===== src/rtl/wb_arbiter.sv =====
// Register-file write-port arbiter: single-cycle ALU results take priority over an in-order
// long-latency FIFO, with a starvation limit and pending-write lookups for hazard detection.
module wb_arbiter #(
    parameter int unsigned DEPTH      = 4,
    parameter int unsigned STARVE_MAX = 4
) (
    input  logic        clk,
    input  logic        reset,
    input  logic        alu_valid,
    input  logic [4:0]  alu_waddr,
    input  logic [31:0] alu_wdata,
    output logic        alu_stall,
    input  logic        lu_valid,
    output logic        lu_ready,
    input  logic [4:0]  lu_waddr,
    input  logic [31:0] lu_wdata,
    output logic        rf_we,
    output logic [4:0]  rf_waddr,
    output logic [31:0] rf_wdata,
    input  logic [4:0]  pend_raddr1,
    output logic        pend_hit1,
    input  logic [4:0]  pend_raddr2,
    output logic        pend_hit2
);

    localparam int unsigned PtrW = $clog2(DEPTH);
    localparam int unsigned CntW = PtrW + 1;
    localparam int unsigned StW  = $clog2(STARVE_MAX + 1);

    logic [4:0]      fifo_addr_q [DEPTH];
    logic [31:0]     fifo_data_q [DEPTH];
    logic [PtrW-1:0] rd_ptr_q, wr_ptr_q;
    logic [CntW-1:0] count_q;
    logic [StW-1:0]  starve_cnt_q;

    logic fifo_nonempty, force_drain, grant_alu, grant_fifo, push;

    assign fifo_nonempty = (count_q != '0);
    assign lu_ready      = (count_q != CntW'(DEPTH));
    assign force_drain   = (starve_cnt_q == StW'(STARVE_MAX)) && fifo_nonempty;
    assign alu_stall     = alu_valid && force_drain;
    assign grant_alu     = alu_valid && !force_drain;
    assign grant_fifo    = !grant_alu && fifo_nonempty;
    assign push          = lu_valid && lu_ready;

    // An entry is live if its distance from the read pointer is below the fill count.
    always_comb begin
        logic [PtrW-1:0] offset;
        logic            hit1, hit2;
        hit1 = rf_we && (rf_waddr == pend_raddr1);
        hit2 = rf_we && (rf_waddr == pend_raddr2);
        for (int unsigned i = 0; i < DEPTH; i++) begin
            offset = PtrW'(i) - rd_ptr_q;
            if (CntW'(offset) < count_q) begin
                if (fifo_addr_q[i] == pend_raddr1) hit1 = 1'b1;
                if (fifo_addr_q[i] == pend_raddr2) hit2 = 1'b1;
            end
        end
        pend_hit1 = hit1 && (pend_raddr1 != 5'd0);
        pend_hit2 = hit2 && (pend_raddr2 != 5'd0);
    end

    always_ff @(posedge clk) begin
        if (push) begin
            fifo_addr_q[wr_ptr_q] <= lu_waddr;
            fifo_data_q[wr_ptr_q] <= lu_wdata;
        end
    end

    always_ff @(posedge clk or posedge reset) begin
        if (reset) begin
            rd_ptr_q     <= '0;
            wr_ptr_q     <= '0;
            count_q      <= '0;
            starve_cnt_q <= '0;
            rf_we        <= 1'b0;
            rf_waddr     <= '0;
            rf_wdata     <= '0;
        end else begin
            if (push) wr_ptr_q <= wr_ptr_q + 1'b1;
            if (grant_fifo) rd_ptr_q <= rd_ptr_q + 1'b1;

            unique case ({push, grant_fifo})
                2'b10:   count_q <= count_q + 1'b1;
                2'b01:   count_q <= count_q - 1'b1;
                default: count_q <= count_q;
            endcase

            if (grant_fifo || !fifo_nonempty) begin
                starve_cnt_q <= '0;
            end else if (grant_alu && (starve_cnt_q != StW'(STARVE_MAX))) begin
                starve_cnt_q <= starve_cnt_q + 1'b1;
            end

            // r0 writes are consumed by the grant but never reach the file.
            if (grant_alu) begin
                rf_we    <= (alu_waddr != 5'd0);
                rf_waddr <= alu_waddr;
                rf_wdata <= alu_wdata;
            end else if (grant_fifo) begin
                rf_we    <= (fifo_addr_q[rd_ptr_q] != 5'd0);
                rf_waddr <= fifo_addr_q[rd_ptr_q];
                rf_wdata <= fifo_data_q[rd_ptr_q];
            end else begin
                rf_we <= 1'b0;
            end
        end
    end

endmodule


===== config.mk =====
export PLATFORM = sky130hd
export DESIGN_NAME = wb_arbiter
export DESIGN_NICKNAME = d
export VERILOG_FILES = /design/src/rtl/wb_arbiter.sv
export SDC_FILE = /design/constraint.sdc
export NUM_CORES = 1
export LEC_CHECK = 0
export BUFFER_PORTS_ARGS = -buffer_cell sky130_fd_sc_hd__buf_2
export CORE_ASPECT_RATIO = 1.75
export CORE_MARGIN = 4
export CORE_UTILIZATION = 44
export CTS_CLUSTER_DIAMETER = 200
export DETAILED_ROUTE_END_ITERATION = 7
export MAX_ROUTING_LAYER = met4
export SLEW_MARGIN = 20
export SYNTH_ARGS = -nofsm -noshare
export SYNTH_HDL_FRONTEND = slang
export SYNTH_SLANG_ARGS = --single-unit

===== constraint.sdc =====
create_clock -name clk -period 2.79 [get_ports clk]
set_input_delay 0.279 -clock clk [delete_from_list [all_inputs] [get_ports clk]]
set_output_delay 0.279 -clock clk [all_outputs]
set_load 0.005 [all_outputs]

==> impl_metrics.toml, run 1 <==
[global_route]
grt_use_total_pct = 19.33
grt_pass1_wl_um = 29670
grt_pass1_vias = 5187
gr-total-overflow = 0
grt_max_degree = 41
antenna_found_initial = 1

[clock_network]
clkSinkCount = 196
cts_setup_buffers = 0
cts_root_buf = "clkbuf_16"
cts_tree = "done"
worstSkewPairLatency_ns = 0.43
cts_made_buffers = 17
h-tree-depth = 4
clk_pin_slew_ns = 0.07
clockBufferDepth = 2

[worst_hold_path]
holdPathEnd = "fifo_addr_q[3][0]$_DFFE_PP_"
min_from = "lu_waddr[0]"
whs_path_depth = 1
hp-class = "in2reg"

[critical_path]
cp.arrival_ns = 2.30
regToRegStartpoint = "count_q[0]$_DFFE_PP0P_"
required_ns = 2.51
startpoint_type = "register"
crit_fanout = 8
reg2regPathDepth = 10
ff2ff_setup_slack_ns = 0.60
critical_path_class = "reg2out"
crit_family = "compound AO/OA/AOI/OAI gates"
cp_slowest_cell = "dfrtp_1"
cpPeakStageDelay_ns = 0.42
crit_path_cell_trace = "clkinvlp_4 > ha_1 > a21oi_1 > o21ai_1 > nand3_1 > o41ai_2 > o22a_1 > buf_2"
cp-end-kind = "primary output"
cp.buffers_inverters = 2
reg2reg_to = "count_q[2]$_DFFE_PP0P_"

[route]
ant_nets = 0
vias = 4783
drt-pass1-iter-count = 8
wl_per_cell_um = 22.17
wl_um = 19220
drtIter0Drc = 418
vias_per_cell = 5.517
drc_errors = 18

[sta]
tns_ns = 0
post-route-period-util_pct = 92.46
period_minus_slack_ns = 2.580
max_freq_ghz = 0.3877
tightest_slew_ns = 0.6071
drv_slew = 0
final_hold_viol_count = 0
whs_ns = 0.06771
slew_headroom_pct = 59.53
skew_ns = 0.01368
setup_viol = 0
rsz0062_at_grt = "no"

[power]
power_leakage_nw = 3.779
vdd_drop_max_mv = 0.6620
p_per_area_nw_per_um2 = 986.3

[synthesis]
netlist_area_sq_um = 8240
synthTopCellsByArea = "edfxtp_1 54%, dfrtp_1 15%, mux4_2 10%"
syn_inst = 484
yosysMostFrequentCell = "edfxtp_1"
synth_top_area_share_pct = 53.93
synth_cell_types = 34
synth_ff_type = "edfxtp_1"
synth_seq_cells = 196
avgSynthCellArea_sq_um = 17.03
syn_nets = 584
synth_common_cells = "148 x edfxtp_1, 50 x inv_1, 48 x dfrtp_1"
synth_edf_count = 148
yosys_warnings = 0
netlist.top_cell.by_area = "edfxtp_1"
synthArstFlopShare_pct = 24.49
seq_area_frac_synth_pct = 68.51

[final_layout]
n_fill_cell = 1542
multi_input_comb_area_sq_um = 2278
num-nets-final = 715
finish.utilization_pct = 52.71
drive_gt1_share_pct = 35.83
area_growth_pct = 18.31
ff_latch_area_sq_um = 5648

[floorplan]
initial_utilization_pct = 44.55
dieHeight_um = 189.0
ios = 130
core_sq_um = 18500
fp.dieW_um = 111.5
die_area_sq_um = 21070
rows = 66

[outcome]
violations = "design-rule violations"
status = "finished, violations left"

[placed_design]
gp_congestion = 0.9882
io_buffers = 129
dp_hpwl_um = 13240

[flow_run]
max_cap_viol_count = 0
## power by group
| part | switching [mW] | internal, mW | leakage (nW) |
|---|---|---|---|
| Combinational | 1.58 | 1.36 | 1.58 |
| Clock | 1.10 | 1.25 | 0.273 |
| Sequential | 0.409 | 3.92 | 1.93 |
## per-layer routing
metal  routed length, um  global-route usage [%]
met1                6649                   19.90
met3                 838                   3.390
met4                 586                   7.681
met5                   0                       -
met2               11150                   36.08
## final cells by class
type	count	share of cell area (%)
Antenna cell	1	0.02567
Clock inverter	15	1.489
Multi-Input combinational cell	206	23.37
Inverter	50	1.964
Timing Repair Buffer	144	7.803
Tap cell	238	3.054
Clock buffer	17	4.363
Sequential cell	196	57.93
## cell usage in the layout, fill, tap and decap left out, types with 3 or more instances in the layout
cell type / Yosys / layout
o211ai_1: 6 / 6
dfrtp_1: 48 / 46
xor2_1: 30 / 30
clkinvlp_4: 0 / 3
ha_1: 11 / 11
clkinv_4: 0 / 5
nor3_1: 7 / 7
nand3_1: 7 / 7
clkbuf_16: 0 / 17
buf_2: 10 / 129
a222oi_1: 37 / 37
nand2_1: 5 / 5
inv_1: 50 / 48
or4_1: 4 / 4
buf_4: 0 / 14
nand4_1: 3 / 3
and3_2: 0 / 4
nor2_1: 4 / 3
edfxtp_1: 148 / 148
a21oi_1: 3 / 3
xnor2_1: 28 / 28
inv_6: 0 / 6
mux4_2: 37 / 37
## flip-flops by register name (all words and copies together), names as in the netlist
register and cells:
count_q 3, rf_wdata 32, rf_we 1, fifo_addr_q 20, starve_cnt_q 3, rd_ptr_q 2
wr_ptr_q 2, fifo_data_q 128, rf_waddr 5
## stage by stage
step / cell area, sq um / worst slack (ns) / std cells / total power, mW
after floorplan: 8240 / 0.4469 / 484 / 6.282
after global placement: 9148 / 0.5820 / 833 / 7.291
after detailed placement: 9148 / 0.4842 / 833 / 7.384
after CTS: 9728 / 0.1243 / 866 / 9.745
after global routing: 9749 / 0.02261 / 867 / 10.17
final: 9749 / 0.2105 / 867 / 9.616
## timing repair
item / 4_1_cts / 5_1_grt
hold endpoints to repair: 10 / 0
resized for setup: 0 / 3
hold buffers: 1 / 0
endpoints found under the setup margin: 0 / 1
## how the worst max path moves through the flow
stage | end | cells past startpoint | from
3_3_place_gp | pend_hit2 | 7 | count_q[1]$_DFFE_PP0P_
6_report | pend_hit1 | 8 | count_q[1]$_DFFE_PP0P_
3_5_place_dp | count_q[2]$_DFFE_PP0P_ | 10 | count_q[1]$_DFFE_PP0P_
2_1_floorplan | count_q[2]$_DFFE_PP0P_ | 13 | starve_cnt_q[0]$_DFFE_PP0P_
5_1_grt | pend_hit2 | 7 | count_q[1]$_DFFE_PP0P_
4_1_cts | pend_hit2 | 7 | count_q[1]$_DFFE_PP0P_
## kinds of logic after synthesis
family	synth area share, %
AO/OA/AOI/OAI	6.165
flip-flops	68.51
XOR/XNOR	6.165
adder cells (fa/ha/maj)	1.913
buffers and inverters	4.251
multiplexers	10.23
AND/OR/NAND/NOR	2.763
(Power assumes the default switching activity.)
==> inputs of run 2 (changes only) <==
GPL_TIMING_DRIVEN = 0   (was default)
HOLD_SLACK_MARGIN = 0.03   (was default)
==> run 2 against run 1 <==
Effect of this change: the run still ends with design-rule violations left; total power up 4.3%; design area is 2.0% higher; largest power group unchanged; worst hold slack got worse by 0.0016 ns; sequential cell count stayed put; sequential power decreased by 1%; clock skew shrank 0.0053 ns; register-to-register slack got worse by 0.42 ns; first-iteration DRC count shrank 5.0%; non-clock buffer count rose by 11; final cell count is 1.7% higher; maximum frequency fell by 1.3%.
==> impl_metrics.toml, run 2 (synthesis gave the netlist of run 1 again) <==
[outcome]
status = "finished, violations left"
violations = "design-rule violations"

[clock_network]
cts_root_buf = "clkbuf_16"
worstSkewPairLatency_ns = 0.42
clkSinkCount = 196
clockBufferDepth = 2
cts_tree = "done"
clk_pin_slew_ns = 0.07
h-tree-depth = 4
cts_made_buffers = 17

[sta]
skew_ns = 0.008337
post-route-period-util_pct = 93.70
final_hold_viol_count = 0
rsz0062_at_grt = "no"
slew_headroom_pct = 40.96
drv_slew = 0
setup_viol = 0
tightest_slew_ns = 0.8824
max_freq_ghz = 0.3825
layout_setup_ws_ns = 0.1758
period_minus_slack_ns = 2.614

[critical_path]
cp.arrival_ns = 2.96
cp_slowest_cell = "dfrtp_1"
crit_fanout = 10
crit_family = "adder cells"
required_ns = 3.14
reg2regPathDepth = 13
cp.buffers_inverters = 4
cp-end-kind = "register"
cpPeakStageDelay_ns = 0.40
crit_cells = 13
crit_path_cell_trace = "inv_1 > ha_1 > o311ai_2 > and2_1 > buf_2 > nor2_2 > clkbuf_4 > ha_1 > inv_1 > fa_1 > xor2_1 > nor2_1 > xnor2_1"
startpoint_type = "register"
critical_path_class = "reg2reg"

[worst_hold_path]
hp-class = "in2reg"
whs_path_depth = 1

[final_layout]
design_area_sq_um = 9946
drive_gt1_share_pct = 33.49
num-nets-final = 726
largest_reg_flops = 128
layout_commonest_cell = "edfxtp_1"
finish.utilization_pct = 53.77
top_register = "fifo_data_q"
area_growth_pct = 20.70
top_regs = "fifo_data_q x128, rf_wdata x32, fifo_addr_q x20"
final_cell_mix = "148 x edfxtp_1, 127 x buf_2, 49 x inv_1, 47 x dfrtp_1"

[route]
vias_per_cell = 5.485
drtIter0Drc = 397
wl_per_cell_um = 21.84
drc_errors = 3
wl_um = 19260
vias = 4838
drt-pass1-iter-count = 8
ant_nets = 0

[global_route]
antenna_found_initial = 5
grt_max_degree = 26
grt_pass1_vias = 5413
gr-total-overflow = 0
grt_pass1_wl_um = 29750
grt_use_total_pct = 19.28

[floorplan]
fp.dieW_um = 111.5
dieHeight_um = 189.0
die_area_sq_um = 21070
rows = 66
ios = 130
core_sq_um = 18500
initial_utilization_pct = 44.55

[power]
p_sw_mw = 3.089
power_frac_seq_pct = 42.6
vdd_drop_max_mv = 0.4657
pwr-share-comb_pct = 32.5
internal_power_mw = 6.941
power_frac_clock_pct = 24.9
switching_share_pct = 30.79
power_leakage_nw = 3.827
p_per_area_nw_per_um2 = 1008

[placed_design]
dp_hpwl_um = 14200
gp_congestion = 0.9860
dpl_cell_area_sq_um = 9261
io_buffers = 119
dp_slack_ns = -0.3164

[flow_run]
max_cap_viol_count = 0
## run 2: final timing paths
kind                                        startpoint                          end  slack [ns]
max                        starve_cnt_q[0]$_DFFE_PP0P_       count_q[2]$_DFFE_PP0P_        0.18
min                                        lu_waddr[0]  fifo_addr_q[3][0]$_DFFE_PP_        0.07
max reg2reg                starve_cnt_q[0]$_DFFE_PP0P_       count_q[2]$_DFFE_PP0P_        0.18
min reg2reg                starve_cnt_q[0]$_DFFE_PP0P_  starve_cnt_q[0]$_DFFE_PP0P_        0.48
max in group asynchronous                        reset      rf_wdata[0]$_DFFE_PP0P_        1.72
min in group asynchronous                        reset      rf_wdata[9]$_DFFE_PP0P_        0.49
## run 2: layout make-up
cell class	count	area, sq um
inverter	50	187.7
buffer	29	162.7
multi-input combinational	206	2302
clock inverter	11	160.2
sequential	196	5647
clock buffer	21	440.4
tap	238	297.8
fill	1561	8552
timing repair buffer	126	735.7
antenna	5	12.51
## run 2: power by group through the flow
| stage | Combinational [mW] | Sequential (mW) | Clock (mW) |
|---|---|---|---|
| floorplan | 2.00 | 4.28 | 0 |
| global placement | 3.01 | 4.32 | 0 |
| detailed placement | 3.18 | 4.34 | 0 |
| CTS | 3.28 | 4.29 | 2.56 |
| global route | 3.57 | 4.34 | 2.68 |
| finish | 3.26 | 4.27 | 2.50 |
## run 2: per-layer routing
metal / routed length [um] / up-vias / global-route usage (%)
met4: 715 / 0 / 8.618
met2: 10850 / 160 / 35.63
met5: 0 / - / -
met1: 6892 / 2458 / 19.81
li1: - / 2175 / -
met3: 808 / 45 / 3.262
## run 2: per-stage QoR
| stage | hold WS [ns] | setup TNS, ns | cells | power, mW |
|---|---|---|---|---|
| 2_1_floorplan | 0.3779 | 0 | 484 | 6.282 |
| 3_3_place_gp | 0.4487 | -17.47 | 841 | 7.334 |
| 3_5_place_dp | 0.4033 | -0.6288 | 846 | 7.521 |
| 4_1_cts | 0.04461 | 0 | 877 | 10.12 |
| 5_1_grt | 0.04727 | 0 | 882 | 10.59 |
| 6_report | 0.06615 | 0 | 882 | 10.03 |
## run 2: timing repair
action,4_1_cts,5_1_grt
buffers inserted,0,1
hold buffers,1,0
resized for setup,10,6
hold endpoints to repair,24,0
endpoints found under the setup margin,2,3
